**config.mk**
```make
export PLATFORM = sky130hd
export DESIGN_NAME = mux_8to1_arbiter
export DESIGN_NICKNAME = d
export VERILOG_FILES = /design/src/rtl/mux_8to1_arbiter.sv
export SDC_FILE = /design/constraint.sdc
export NUM_CORES = 1
export LEC_CHECK = 0
export ABC_AREA = 1
export BUFFER_PORTS_ARGS = -buffer_cell sky130_fd_sc_hd__buf_2
export CAP_MARGIN = 15
export CORE_ASPECT_RATIO = 0.75
export CORE_UTILIZATION = 53
export DETAILED_ROUTE_END_ITERATION = 7
export HOLD_SLACK_MARGIN = 0.08
export MAX_ROUTING_LAYER = met4
export PLACE_DENSITY_LB_ADDON = 0.08
export SETUP_SLACK_MARGIN = 0.4
export SYNTH_ARGS = -nofsm -noshare
export SYNTH_HDL_FRONTEND = slang
export SYNTH_SLANG_ARGS = --single-unit
```
**constraint.sdc**
```tcl
create_clock -name clk -period 2.4 [get_ports clk]
set_input_delay 0.48 -clock clk [delete_from_list [all_inputs] [get_ports clk]]
set_output_delay 0.48 -clock clk [all_outputs]
set_load 0.01 [all_outputs]
```
**src/rtl/mux_8to1_arbiter.sv**
```systemverilog
// Round-robin arbiter driving the select of a shared mux_8to1 datapath.
// One owner at a time; a hold limit forces handover when others are waiting.
//
// state   | meaning
// --------+-----------------------------------------------
// S_IDLE  | no owner, gnt = 0, sel keeps the last owner
// S_GRANT | owner index held in sel, gnt = 1 << sel
module mux_8to1_arbiter #(
  parameter int MAX_HOLD = 4
) (
  input  logic       clk,
  input  logic       reset,
  input  logic [7:0] req,
  output logic [7:0] gnt,
  output logic [2:0] sel,
  output logic       valid
);

  typedef enum logic {S_IDLE, S_GRANT} state_t;

  localparam logic [7:0] MAX_HOLD_C = 8'(MAX_HOLD);

  state_t     state_q, state_d;
  logic [2:0] last_q, last_d;
  logic [2:0] sel_q, sel_d;
  logic [7:0] cnt_q, cnt_d;
  logic [7:0] gnt_q, gnt_d;
  logic       valid_q, valid_d;

  logic       win_found;
  logic [2:0] win_idx;
  logic       owner_req;
  logic       others_req;
  logic       take;

  // Search last+1 .. last+8; the previous owner sits last, so it only wins alone.
  always_comb begin
    logic [2:0] idx;
    win_found = 1'b0;
    win_idx   = last_q;
    idx       = last_q;
    for (int i = 1; i <= 8; i++) begin
      idx = last_q + 3'(i);
      if (!win_found && req[idx]) begin
        win_found = 1'b1;
        win_idx   = idx;
      end
    end
  end

  assign owner_req  = req[sel_q];
  assign others_req = |(req & ~(8'b1 << sel_q));

  always_comb begin
    state_d = state_q;
    last_d  = last_q;
    sel_d   = sel_q;
    cnt_d   = cnt_q;
    gnt_d   = gnt_q;
    valid_d = valid_q;
    take    = 1'b0;

    case (state_q)
      S_IDLE: begin
        if (win_found) take = 1'b1;
      end
      S_GRANT: begin
        if (!owner_req) begin
          if (win_found) begin
            take = 1'b1;
          end else begin
            state_d = S_IDLE;
            gnt_d   = 8'b0;
            valid_d = 1'b0;
            cnt_d   = 8'd0;
          end
        end else if (others_req && (cnt_q == MAX_HOLD_C)) begin
          take = 1'b1;
        end else if (cnt_q < MAX_HOLD_C) begin
          cnt_d = cnt_q + 8'd1;
        end
      end
      default: begin
        state_d = S_IDLE;
      end
    endcase

    if (take) begin
      state_d = S_GRANT;
      sel_d   = win_idx;
      last_d  = win_idx;
      gnt_d   = 8'b1 << win_idx;
      valid_d = 1'b1;
      cnt_d   = 8'd1;
    end
  end

  always_ff @(posedge clk) begin
    if (reset) begin
      state_q <= S_IDLE;
      last_q  <= 3'd7;
      sel_q   <= 3'd0;
      cnt_q   <= 8'd0;
      gnt_q   <= 8'd0;
      valid_q <= 1'b0;
    end else begin
      state_q <= state_d;
      last_q  <= last_d;
      sel_q   <= sel_d;
      cnt_q   <= cnt_d;
      gnt_q   <= gnt_d;
      valid_q <= valid_d;
    end
  end

  assign gnt   = gnt_q;
  assign sel   = sel_q;
  assign valid = valid_q;

endmodule

```
==> flow_summary.json, run 1 <==
{
  "status": "finished clean",
  "grt_pass1_wl_um": 8290,
  "finalSetupViolations": 0,
  "synthAdderAreaFrac_pct": 2.55,
  "place_hpwl_um": 3800,
  "n_antenna_cell": 0,
  "antenna_found_initial": 0,
  "fin_setup_tns_ns": 0,
  "h-tree-depth": 1,
  "drcViolationCount": 0,
  "dpl.cell_count": 383,
  "syn_inst": 307,
  "clockBufferDepth": 2,
  "clock_skew_ns": 0.00195,
  "syn_area_sq_um": 1970,
  "clkLatencyLatePin_ns": 0.27,
  "rr_worst_depth": 13,
  "start_util_pct": 57.4,
  "min_to": "valid$_SDFFE_PP0P_",
  "hold_start": "valid$_SDFFE_PP0P_",
  "cts_hold_buf": 0,
  "drive_gt1_share_pct": 41.5,
  "timing.final.crit_share_pct": 96.1,
  "slew_viol_final": 0,
  "reg2reg_from": "last_q[0]$_SDFFE_PP1P_",
  "cts_buffers": 3,
  "num-fill-cells": 275,
  "grt_start_max_net_pins": 14,
  "io_buffer_count": 21,
  "nets": 368,
  "clock_sinks": 24,
  "cp_data_arrival_time_ns": 2.43,
  "fp.dieArea_sq_um": 3960,
  "cts_root_buf": "clkbuf_8",
  "cp_common_cell": "nand3_4",
  "rrSetupSlack_ns": 0.09,
  "synth_nets": 321,
  "routed-via-count": 2137,
  "rows": 18,
  "cp_data_required_time_ns": 2.53,
  "synth_seq_area_share_pct": 24.4,
  "synth_top_family_by_area": "simple AND/OR/NAND/NOR gates",
  "ys_seq_elements": 24,
  "drtAntennaViolNets": 0,
  "grt-ovfl-total": 0,
  "place_congestion": 0.873,
  "r2r-end": "last_q[1]$_SDFFE_PP1P_",
  "crit_chain": "inv_4 -> ha_4 -> nand3_4 -> nand3_4 -> nand2_4 -> nor2_8 -> nand4_4 -> nor2_4 -> nand3_4 -> o31ai_4 -> inv_2 -> nand3_2 -> o211ai_1",
  "min_path_type": "reg2reg",
  "worst-path-max-fanout": 7,
  "path_clk_slew_ns": 0.08,
  "cp-end-kind": "flop",
  "rsz0062_at_grt": "yes",
  "post_drt_wl_per_cell_um": 13.0,
  "max_freq_ghz": 0.434,
  "cts_tree": "yes",
  "grt_pass1_vias": 1811,
  "hold_depth": 2,
  "hold_ws_ns": 0.461,
  "path_buf_inv": 2,
  "tightest_slew_ns": 0.503,
  "critPathMaxStageDelay_ns": 0.39,
  "period_needed_ns": 2.31,
  "synth-xor-area-share_pct": 1.34,
  "layout.cells.non_filler": 402,
  "critPathSlowestCell": "dfxtp_4",
  "critPathKind": "reg2reg",
  "cp-start-kind": "flop",
  "grt_usage_pct": 28.3,
  "syn_area_per_cell_sq_um": 6.40,
  "post-route-util_pct": 77.1,
  "worst_path_dominant_cell_family": "simple AND/OR/NAND/NOR gates",
  "synthMuxAreaShare_pct": 0,
  "core_area_sq_um": 3420,
  "cap_violations": 0,
  "syn_to_final_growth_pct": 34.3,
  "yosys_warnings": 0,
  "design.portCount": 22,
  "yosys.area_share.simple_pct": 49.2,
  "drtIter0Drc": 132,
  "first_pass_iters": 6,
  "die_y_um": 54.7,
  "hold_viol_final": 0,
  "relSlewSlack_pct": 66.4,
  "synth_compound_area_share_pct": 12.5,
  "wl_um": 5220,
  "viasPerCell": 5.32,
  "die_w_um": 72.3,
  "yosysUniqueCellTypes": 35
}
[logic make-up (layout without fill, tap and decap cells)]
logic type                 after synthesis  count (layout)
and+or+nand+nor                        189             189
buffers and inverters                   46              91
AOI/OAI and AO/OA                       41              41
DFF                                     24              24
adders and majority gates                4               4
xor gates and xnor gates                 3               3
[worst max-delay path by stage]
stage	startpoint	end	slack [ns]	cells after the start
after floorplan	last_q[0]$_SDFFE_PP1P_	cnt_q[1]$_SDFFE_PP0P_	0.03	19
after global placement	last_q[0]$_SDFFE_PP1P_	gnt[6]$_SDFFE_PP0P_	0.13	16
after detailed placement	last_q[1]$_SDFFE_PP1P_	gnt[3]$_SDFFE_PP0P_	0.11	17
after CTS	last_q[0]$_SDFFE_PP1P_	last_q[1]$_SDFFE_PP1P_	0.16	13
after global routing	last_q[0]$_SDFFE_PP1P_	gnt[5]$_SDFFE_PP0P_	-0.04	16
final	last_q[0]$_SDFFE_PP1P_	last_q[1]$_SDFFE_PP1P_	0.09	13
[flip-flops by register name (all words and copies together) (netlist names)]
signal	cells
cnt_q	8
gnt	8
last_q	3
sel	3
state_q	1
valid	1
[cell type report]
cell class | instances | area [sq um] | area share [%]
Multi-Input combinational cell | 237 | 1560 | 58.9
Inverter | 38 | 150 | 5.69
Clock buffer | 3 | 41.3 | 1.56
Timing Repair Buffer | 50 | 342 | 12.9
Tap cell | 50 | 62.6 | 2.37
Sequential cell | 24 | 489 | 18.5
[cells in the final DEF (no fill, tap or decap), drive strengths merged]
| cell | instances |
|---|---|
| a21oi | 19 |
| o31ai | 1 |
| o21ai | 13 |
| o2111ai | 2 |
| nand4 | 7 |
| nand3 | 40 |
| nor3b | 4 |
| inv | 38 |
| nor3 | 3 |
| o211ai | 3 |
| dfxtp | 24 |
| xor2 | 2 |
| nor4 | 1 |
| o22ai | 2 |
| clkbuf | 3 |
| o21bai | 1 |
| xnor2 | 1 |
| nand2 | 111 |
| ha | 4 |
| buf | 50 |
| or3 | 1 |
| nor2 | 22 |
[synth_stat cells, drive strengths merged]
library cell,count,share of area (%)
nand2,111,23
nand4,7,2.5
o2111ai,2,0.89
a21oi,19,5.0
o22ai,2,0.64
nand3,40,13
ha,4,2.5
dfxtp,24,24
nor3,3,0.76
nor4,1,0.32
o31ai,1,1.1
or3,1,0.32
o211ai,3,1.1
xor2,2,0.89
xnor2,1,0.45
inv,38,7.3
nor2,22,6.7
o21ai,13,3.3
buf,7,2.5
clkbuf,1,0.19
o21bai,1,0.38
nor3b,4,2.5
[worst min-delay path: stages (launching register included)]
cell and delay (ns):
dfxtp_1 0.31, nand2_1 0.06, a21oi_1 0.05
[routing by layer]
metal	vias up	GRT usage, %	share of wire [%]
li1	1101	-	-
met1	969	40.1	50
met2	65	44.2	45
met3	2	3.87	5.2
met4	0	2.94	0.31
met5	-	-	0
[per-stage QoR]
| step | worst slack (ns) | instance area (sq um) |
|---|---|---|
| 2_1_floorplan | 0.0324 | 2090 |
| 3_3_place_gp | 0.132 | 2290 |
| 3_5_place_dp | 0.107 | 2290 |
| 4_1_cts | 0.162 | 2520 |
| 5_1_grt | -0.0365 | 2640 |
| 6_report | 0.0942 | 2640 |
[timing repair]
item | 4_1_cts | 5_1_grt
cloned | 0 | 0
setup endpoints to repair | 23 | 24
gates resized for setup | 31 | 23
setup buffers | 12 | 4
pin swaps | 25 | 17
Power of run 1 is left out: the tool's default activity adds up to more than one toggle a clock period on the data nets, which glitch-free logic cannot reach.
==> run 2: changes to the inputs <==
--- a/config.mk
+++ b/config.mk
@@ -5,11 +5,10 @@
 export SDC_FILE = /design/constraint.sdc
 export NUM_CORES = 1
 export LEC_CHECK = 0
-export ABC_AREA = 1
 export BUFFER_PORTS_ARGS = -buffer_cell sky130_fd_sc_hd__buf_2
 export CAP_MARGIN = 15
 export CORE_ASPECT_RATIO = 0.75
-export CORE_UTILIZATION = 53
+export CORE_UTILIZATION = 54
 export DETAILED_ROUTE_END_ITERATION = 7
 export HOLD_SLACK_MARGIN = 0.08
 export MAX_ROUTING_LAYER = met4
==> flow_summary.json, run 2 <==
{
  "synthTopCellsByArea": "dfxtp_1 (21%), mux4_2 (14%), mux2i_1 (6.0%)",
  "die_y_um": 59.1,
  "synth_flop_cell": "dfxtp_1",
  "sequentialPowerShare_pct": 11.5,
  "die_w_um": 78.1,
  "yosysUniqueCellTypes": 70,
  "yosys.area.top_type_share_pct": 20.5,
  "leakagePower_nw": 1.41,
  "hold_ws_ns": 0.469,
  "rsz0062_at_grt": "yes",
  "layout_commonest_cell": "buf_4",
  "dp_slack_ns": -0.500,
  "design.portCount": 22,
  "clkLatencyLatePin_ns": 0.28,
  "path_clk_slew_ns": 0.09,
  "clockBufferDepth": 2,
  "p_int_mw": 2.97,
  "num-fill-cells": 234,
  "syn_area_sq_um": 2340,
  "cp-end-kind": "flop",
  "drtAntennaViolNets": 0,
  "power_switching_mw": 2.39,
  "cts_root_buf": "clkbuf_8",
  "cts_tree": "yes",
  "synth_edf_count": 0,
  "grt_start_max_net_pins": 15,
  "cap_violations": 0,
  "finalWorstSetupSlack_ns": -0.528,
  "relSlewSlack_pct": 63.1,
  "synth_commonest_cells": "dfxtp_1 (24), a21oi_1 (15), mux4_2 (15), mux2i_1 (14), clkbuf_1 (13)",
  "ys_seq_elements": 24,
  "hold_viol_final": 0,
  "hold_start": "gnt[5]$_SDFFE_PP0P_",
  "drive_gt1_share_pct": 56.0,
  "cp_data_arrival_time_ns": 3.11,
  "min_path_type": "reg2reg",
  "cts_hold_buf": 0,
  "antenna_found_initial": 0,
  "slew_viol_final": 0,
  "first_pass_iters": 5,
  "reg2reg_from": "last_q[1]$_SDFFE_PP1P_",
  "finalSetupViolations": 24,
  "io_buffer_count": 21,
  "period_needed_ns": 2.93,
  "post_drt_wl_per_cell_um": 22.1,
  "place_hpwl_um": 5080,
  "dpl.cell_count": 362,
  "fp.dieArea_sq_um": 4610,
  "clock_power_share_pct": 6.8,
  "combPwrFrac_pct": 81.8,
  "timing.final.crit_share_pct": 122,
  "cts_buffers": 3,
  "violations": "setup timing",
  "dpl_cell_area_sq_um": 2920,
  "syn_to_final_growth_pct": 45.6,
  "clock_sinks": 24,
  "syn_area_per_cell_sq_um": 9.68,
  "yosys_warnings": 0,
  "worst-path-max-fanout": 6,
  "pwr_density_cell_nw_per_um2": 1570,
  "ir_drop_uv": 844,
  "cp-startpoint": "last_q[1]$_SDFFE_PP1P_",
  "grt-ovfl-total": 0,
  "nets": 347,
  "n_antenna_cell": 0,
  "routed-via-count": 2569,
  "final_area_sq_um": 3410,
  "drtIter0Drc": 268,
  "swShare_pct": 44.6,
  "critPathKind": "reg2reg",
  "layout.cells.non_filler": 387,
  "grt_pass1_vias": 2198,
  "place_congestion": 0.935,
  "fin_setup_tns_ns": -10.31,
  "core_area_sq_um": 4100,
  "grt_pass1_wl_um": 11500,
  "grt_usage_pct": 33.5,
  "synth_most_common_cell": "dfxtp_1",
  "wl_um": 8560,
  "power_mw": 5.36,
  "tightest_slew_ns": 0.548,
  "drcViolationCount": 0,
  "rows": 20,
  "post-route-util_pct": 83.1,
  "start_util_pct": 57.1,
  "status": "finished, violations left",
  "viasPerCell": 6.64,
  "synth_seq_area_share_pct": 20.5,
  "cp-start-kind": "flop",
  "cp_data_required_time_ns": 2.58,
  "max_freq_ghz": 0.341,
  "h-tree-depth": 1,
  "layout_common_cells": "buf_4 (72), dfxtp_1 (22), buf_2 (21)",
  "clock_skew_ns": 0.00760,
  "ys_async_sr_fraction_pct": 0,
  "syn_inst": 242,
  "synth_nets": 256,
  "synth_top_cell_by_area": "dfxtp_1"
}
-- run 2: power groups by stage --
stage          combinational, mW  sequential, mW  clock (mW)
6_report                    4.38           0.614       0.363
5_1_grt                     4.58           0.623       0.381
4_1_cts                     3.89           0.602       0.355
3_5_place_dp                3.37           0.607           0
3_3_place_gp                3.30           0.604           0
2_1_floorplan               2.24           0.579           0
-- run 2: kinds of logic after synthesis --
kind of cell / share of synthesized area, %
AND/OR/NAND/NOR: 18.4
AO/OA/AOI/OAI: 20.5
multiplexers: 29.0
buffers and inverters: 7.58
flip-flops: 20.5
XOR/XNOR: 1.87
adder cells (fa/ha/maj): 2.14
-- run 2: path summary, 6_finish.rpt --
check                                      endpoint  slack (ns)  cells after the start
worst max-delay path            gnt[4]$_SDFFE_PP0P_       -0.53                     13
worst min-delay path            gnt[5]$_SDFFE_PP0P_        0.47                      1
worst max register to register  gnt[4]$_SDFFE_PP0P_       -0.53                     13
worst min register to register  gnt[5]$_SDFFE_PP0P_        0.47                      1
-- run 2: critical path: stages, from the launching register on --
cell	delay [ns]
dfxtp_2	0.35
inv_2	0.05
ha_4	0.27
buf_6	0.14
buf_6	0.11
mux2i_2	0.13
mux4_2	0.55
buf_6	0.17
nand4_1	0.11
o31ai_2	0.08
buf_4	0.14
o31ai_4	0.38
inv_2	0.11
a32o_1	0.23
-- run 2: area by class of cell --
type / instances / area [sq um] / area share (%)
multi-input combinational: 181 / 1900 / 55.7
timing repair buffer: 109 / 826 / 24.2
sequential: 24 / 485 / 14.2
tap: 55 / 68.8 / 2.02
inverter: 14 / 60.1 / 1.76
clock buffer: 3 / 41.3 / 1.21
clock inverter: 1 / 30.0 / 0.880
-- run 2: layer usage --
metal | track usage, % | part of all wire [%] | vias up | wire length, um
met4 | 5.29 | 1.7 | 0 | 148
li1 | - | - | 1116 | -
met3 | 6.00 | 10 | 21 | 888
met2 | 49.2 | 46 | 179 | 3940
met5 | - | 0 | - | 0
met1 | 49.2 | 42 | 1253 | 3580
-- run 2: what timing repair did --
| action | 4_1_cts | 5_1_grt |
|---|---|---|
| pin swaps | 19 | 11 |
| endpoints found under the setup margin | 24 | 24 |
| buffers inserted | 13 | 8 |
| gates resized for setup | 39 | 25 |
No activity file was read; power rests on OpenSTA's default activity.
==> run 3: changes to the inputs <==
--- a/config.mk
+++ b/config.mk
@@ -8,7 +8,7 @@
 export BUFFER_PORTS_ARGS = -buffer_cell sky130_fd_sc_hd__buf_2
 export CAP_MARGIN = 15
 export CORE_ASPECT_RATIO = 0.75
-export CORE_UTILIZATION = 54
+export CORE_UTILIZATION = 45
 export DETAILED_ROUTE_END_ITERATION = 7
 export HOLD_SLACK_MARGIN = 0.08
 export MAX_ROUTING_LAYER = met4
==> flow_summary.json, run 3 (synthesis gave the netlist of run 2 again) <==
{
  "rsz0062_at_grt": "yes",
  "r2r-end": "gnt[5]$_SDFFE_PP0P_",
  "fin_setup_tns_ns": -8.53,
  "drive_gt1_share_pct": 51.9,
  "period_needed_ns": 2.90,
  "cp-start-kind": "flop",
  "rr_worst_depth": 12,
  "grt_start_max_net_pins": 15,
  "hold_start": "gnt[4]$_SDFFE_PP0P_",
  "multi_input_area_sq_um": 1850,
  "drtAntennaViolNets": 0,
  "cp_num_cells": 12,
  "clockBufferDepth": 2,
  "path_clk_slew_ns": 0.09,
  "wl_met2_um": 2970,
  "slew_viol_final": 0,
  "wl_um": 6800,
  "path_buf_inv": 5,
  "tightest_slew_ns": 0.638,
  "regArea_sq_um": 485,
  "start_util_pct": 47.3,
  "post-route-util_pct": 65.7,
  "critPathKind": "reg2reg",
  "rrSetupSlack_ns": -0.50,
  "n_antenna_cell": 0,
  "layout_common_cells": "buf_4 (65), buf_2 (22), dfxtp_1 (22)",
  "drcViolationCount": 0,
  "pwr_density_cell_nw_per_um2": 1540,
  "routed-via-count": 2290,
  "design.portCount": 22,
  "cts_buffers": 3,
  "cts_tree": "yes",
  "dp_slack_ns": -0.514,
  "clock_skew_ns": 0.00209,
  "critPathSlowestCell": "mux4_2",
  "grt-ovfl-total": 0,
  "first_pass_iters": 4,
  "syn_to_final_growth_pct": 38.8,
  "hold_viol_final": 0,
  "cap_violations": 0,
  "max_freq_ghz": 0.345,
  "place_hpwl_um": 5020,
  "grt_usage_pct": 26.9,
  "nets": 333,
  "worst_path_dominant_cell_family": "multiplexers",
  "drtIter0Drc": 135,
  "min_path_type": "reg2reg",
  "critPathMaxStageDelay_ns": 0.55,
  "grt_pass1_wl_um": 11200,
  "place_congestion": 0.853,
  "post_drt_wl_per_cell_um": 18.0,
  "relSlewSlack_pct": 57.3,
  "dpl.cell_count": 366,
  "num-fill-cells": 403,
  "layout_commonest_cell": "buf_4",
  "core_area_sq_um": 4950,
  "crit_chain": "inv_8 -> ha_4 -> buf_12 -> mux2i_2 -> mux4_2 -> buf_6 -> buf_4 -> nand4_1 -> a21boi_2 -> o31ai_4 -> inv_2 -> a32o_1",
  "finalSetupViolations": 23,
  "grt_pass1_vias": 2155,
  "viasPerCell": 6.06,
  "reg2reg_from": "last_q[0]$_SDFFE_PP1P_",
  "status": "finished, violations left",
  "cp_data_required_time_ns": 2.57,
  "met3_length_um": 259,
  "ir_drop_uv": 836,
  "violations": "setup timing",
  "highest_layer": "met4",
  "cp-startpoint": "last_q[0]$_SDFFE_PP1P_",
  "worst-path-max-fanout": 8,
  "die_y_um": 64.5,
  "hold_ws_ns": 0.472,
  "timing.final.crit_share_pct": 121,
  "cp_data_arrival_time_ns": 3.07,
  "critPathCapture": "gnt[5]$_SDFFE_PP0P_",
  "wl_met1_um": 3540,
  "h-tree-depth": 1,
  "die_w_um": 85.3,
  "cts_root_buf": "clkbuf_8",
  "layout.cells.non_filler": 378,
  "clock_sinks": 24,
  "cp-end-kind": "flop",
  "rows": 22,
  "leakagePower_nw": 1.34,
  "antenna_found_initial": 0,
  "fp.dieArea_sq_um": 5500,
  "finalWorstSetupSlack_ns": -0.502,
  "io_buffer_count": 21,
  "clkLatencyLatePin_ns": 0.26
}
==> run 3: per-layer routing <==
layer  up-vias  global-route usage [%]
met4         0                    1.88
met3         4                    3.18
met2        47                    38.7
met1      1151                    42.1
met5         -                       -
li1       1088                       -
==> run 3: how the worst min path moves through the flow <==
stage | end | slack, ns | cells after the start
2_1_floorplan | cnt_q[6]$_SDFFE_PP0P_ | 0.44 | 2
3_3_place_gp | valid$_SDFFE_PP0P_ | 0.44 | 2
3_5_place_dp | gnt[0]$_SDFFE_PP0P_ | 0.46 | 1
4_1_cts | gnt[4]$_SDFFE_PP0P_ | 0.48 | 1
5_1_grt | gnt[1]$_SDFFE_PP0P_ | 0.50 | 1
6_report | gnt[4]$_SDFFE_PP0P_ | 0.47 | 1
==> run 3: per-stage QoR <==
step,total power [mW],cell area [sq um]
global route,5.32,3250
floorplan,2.82,2390
finish,5.01,3250
CTS,4.71,3180
detailed placement,4.02,2940
global placement,3.99,2940
==> run 3: what timing repair did <==
action / in CTS / in global routing
pin swaps: 10 / 1
cloned: 1 / 0
resized for setup: 26 / 14
buffers inserted: 6 / 1
hold buffers: 0 / 0
setup endpoints to repair: 24 / 24
==> run 3: layout make-up <==
cell class              instances  area share, %
inverters                      14           1.85
multi-input cells             181           56.9
repair buffers                 95           21.8
flip-flops and latches         24           14.9
clock inverters                 1          0.923
clock buffers                   3           1.27
well taps                      60           2.31
==> run 3: power breakdown <==
part           switching (mW)  internal [mW]
sequential             0.0861          0.501
clock                   0.132          0.223
combinational            1.92           2.15
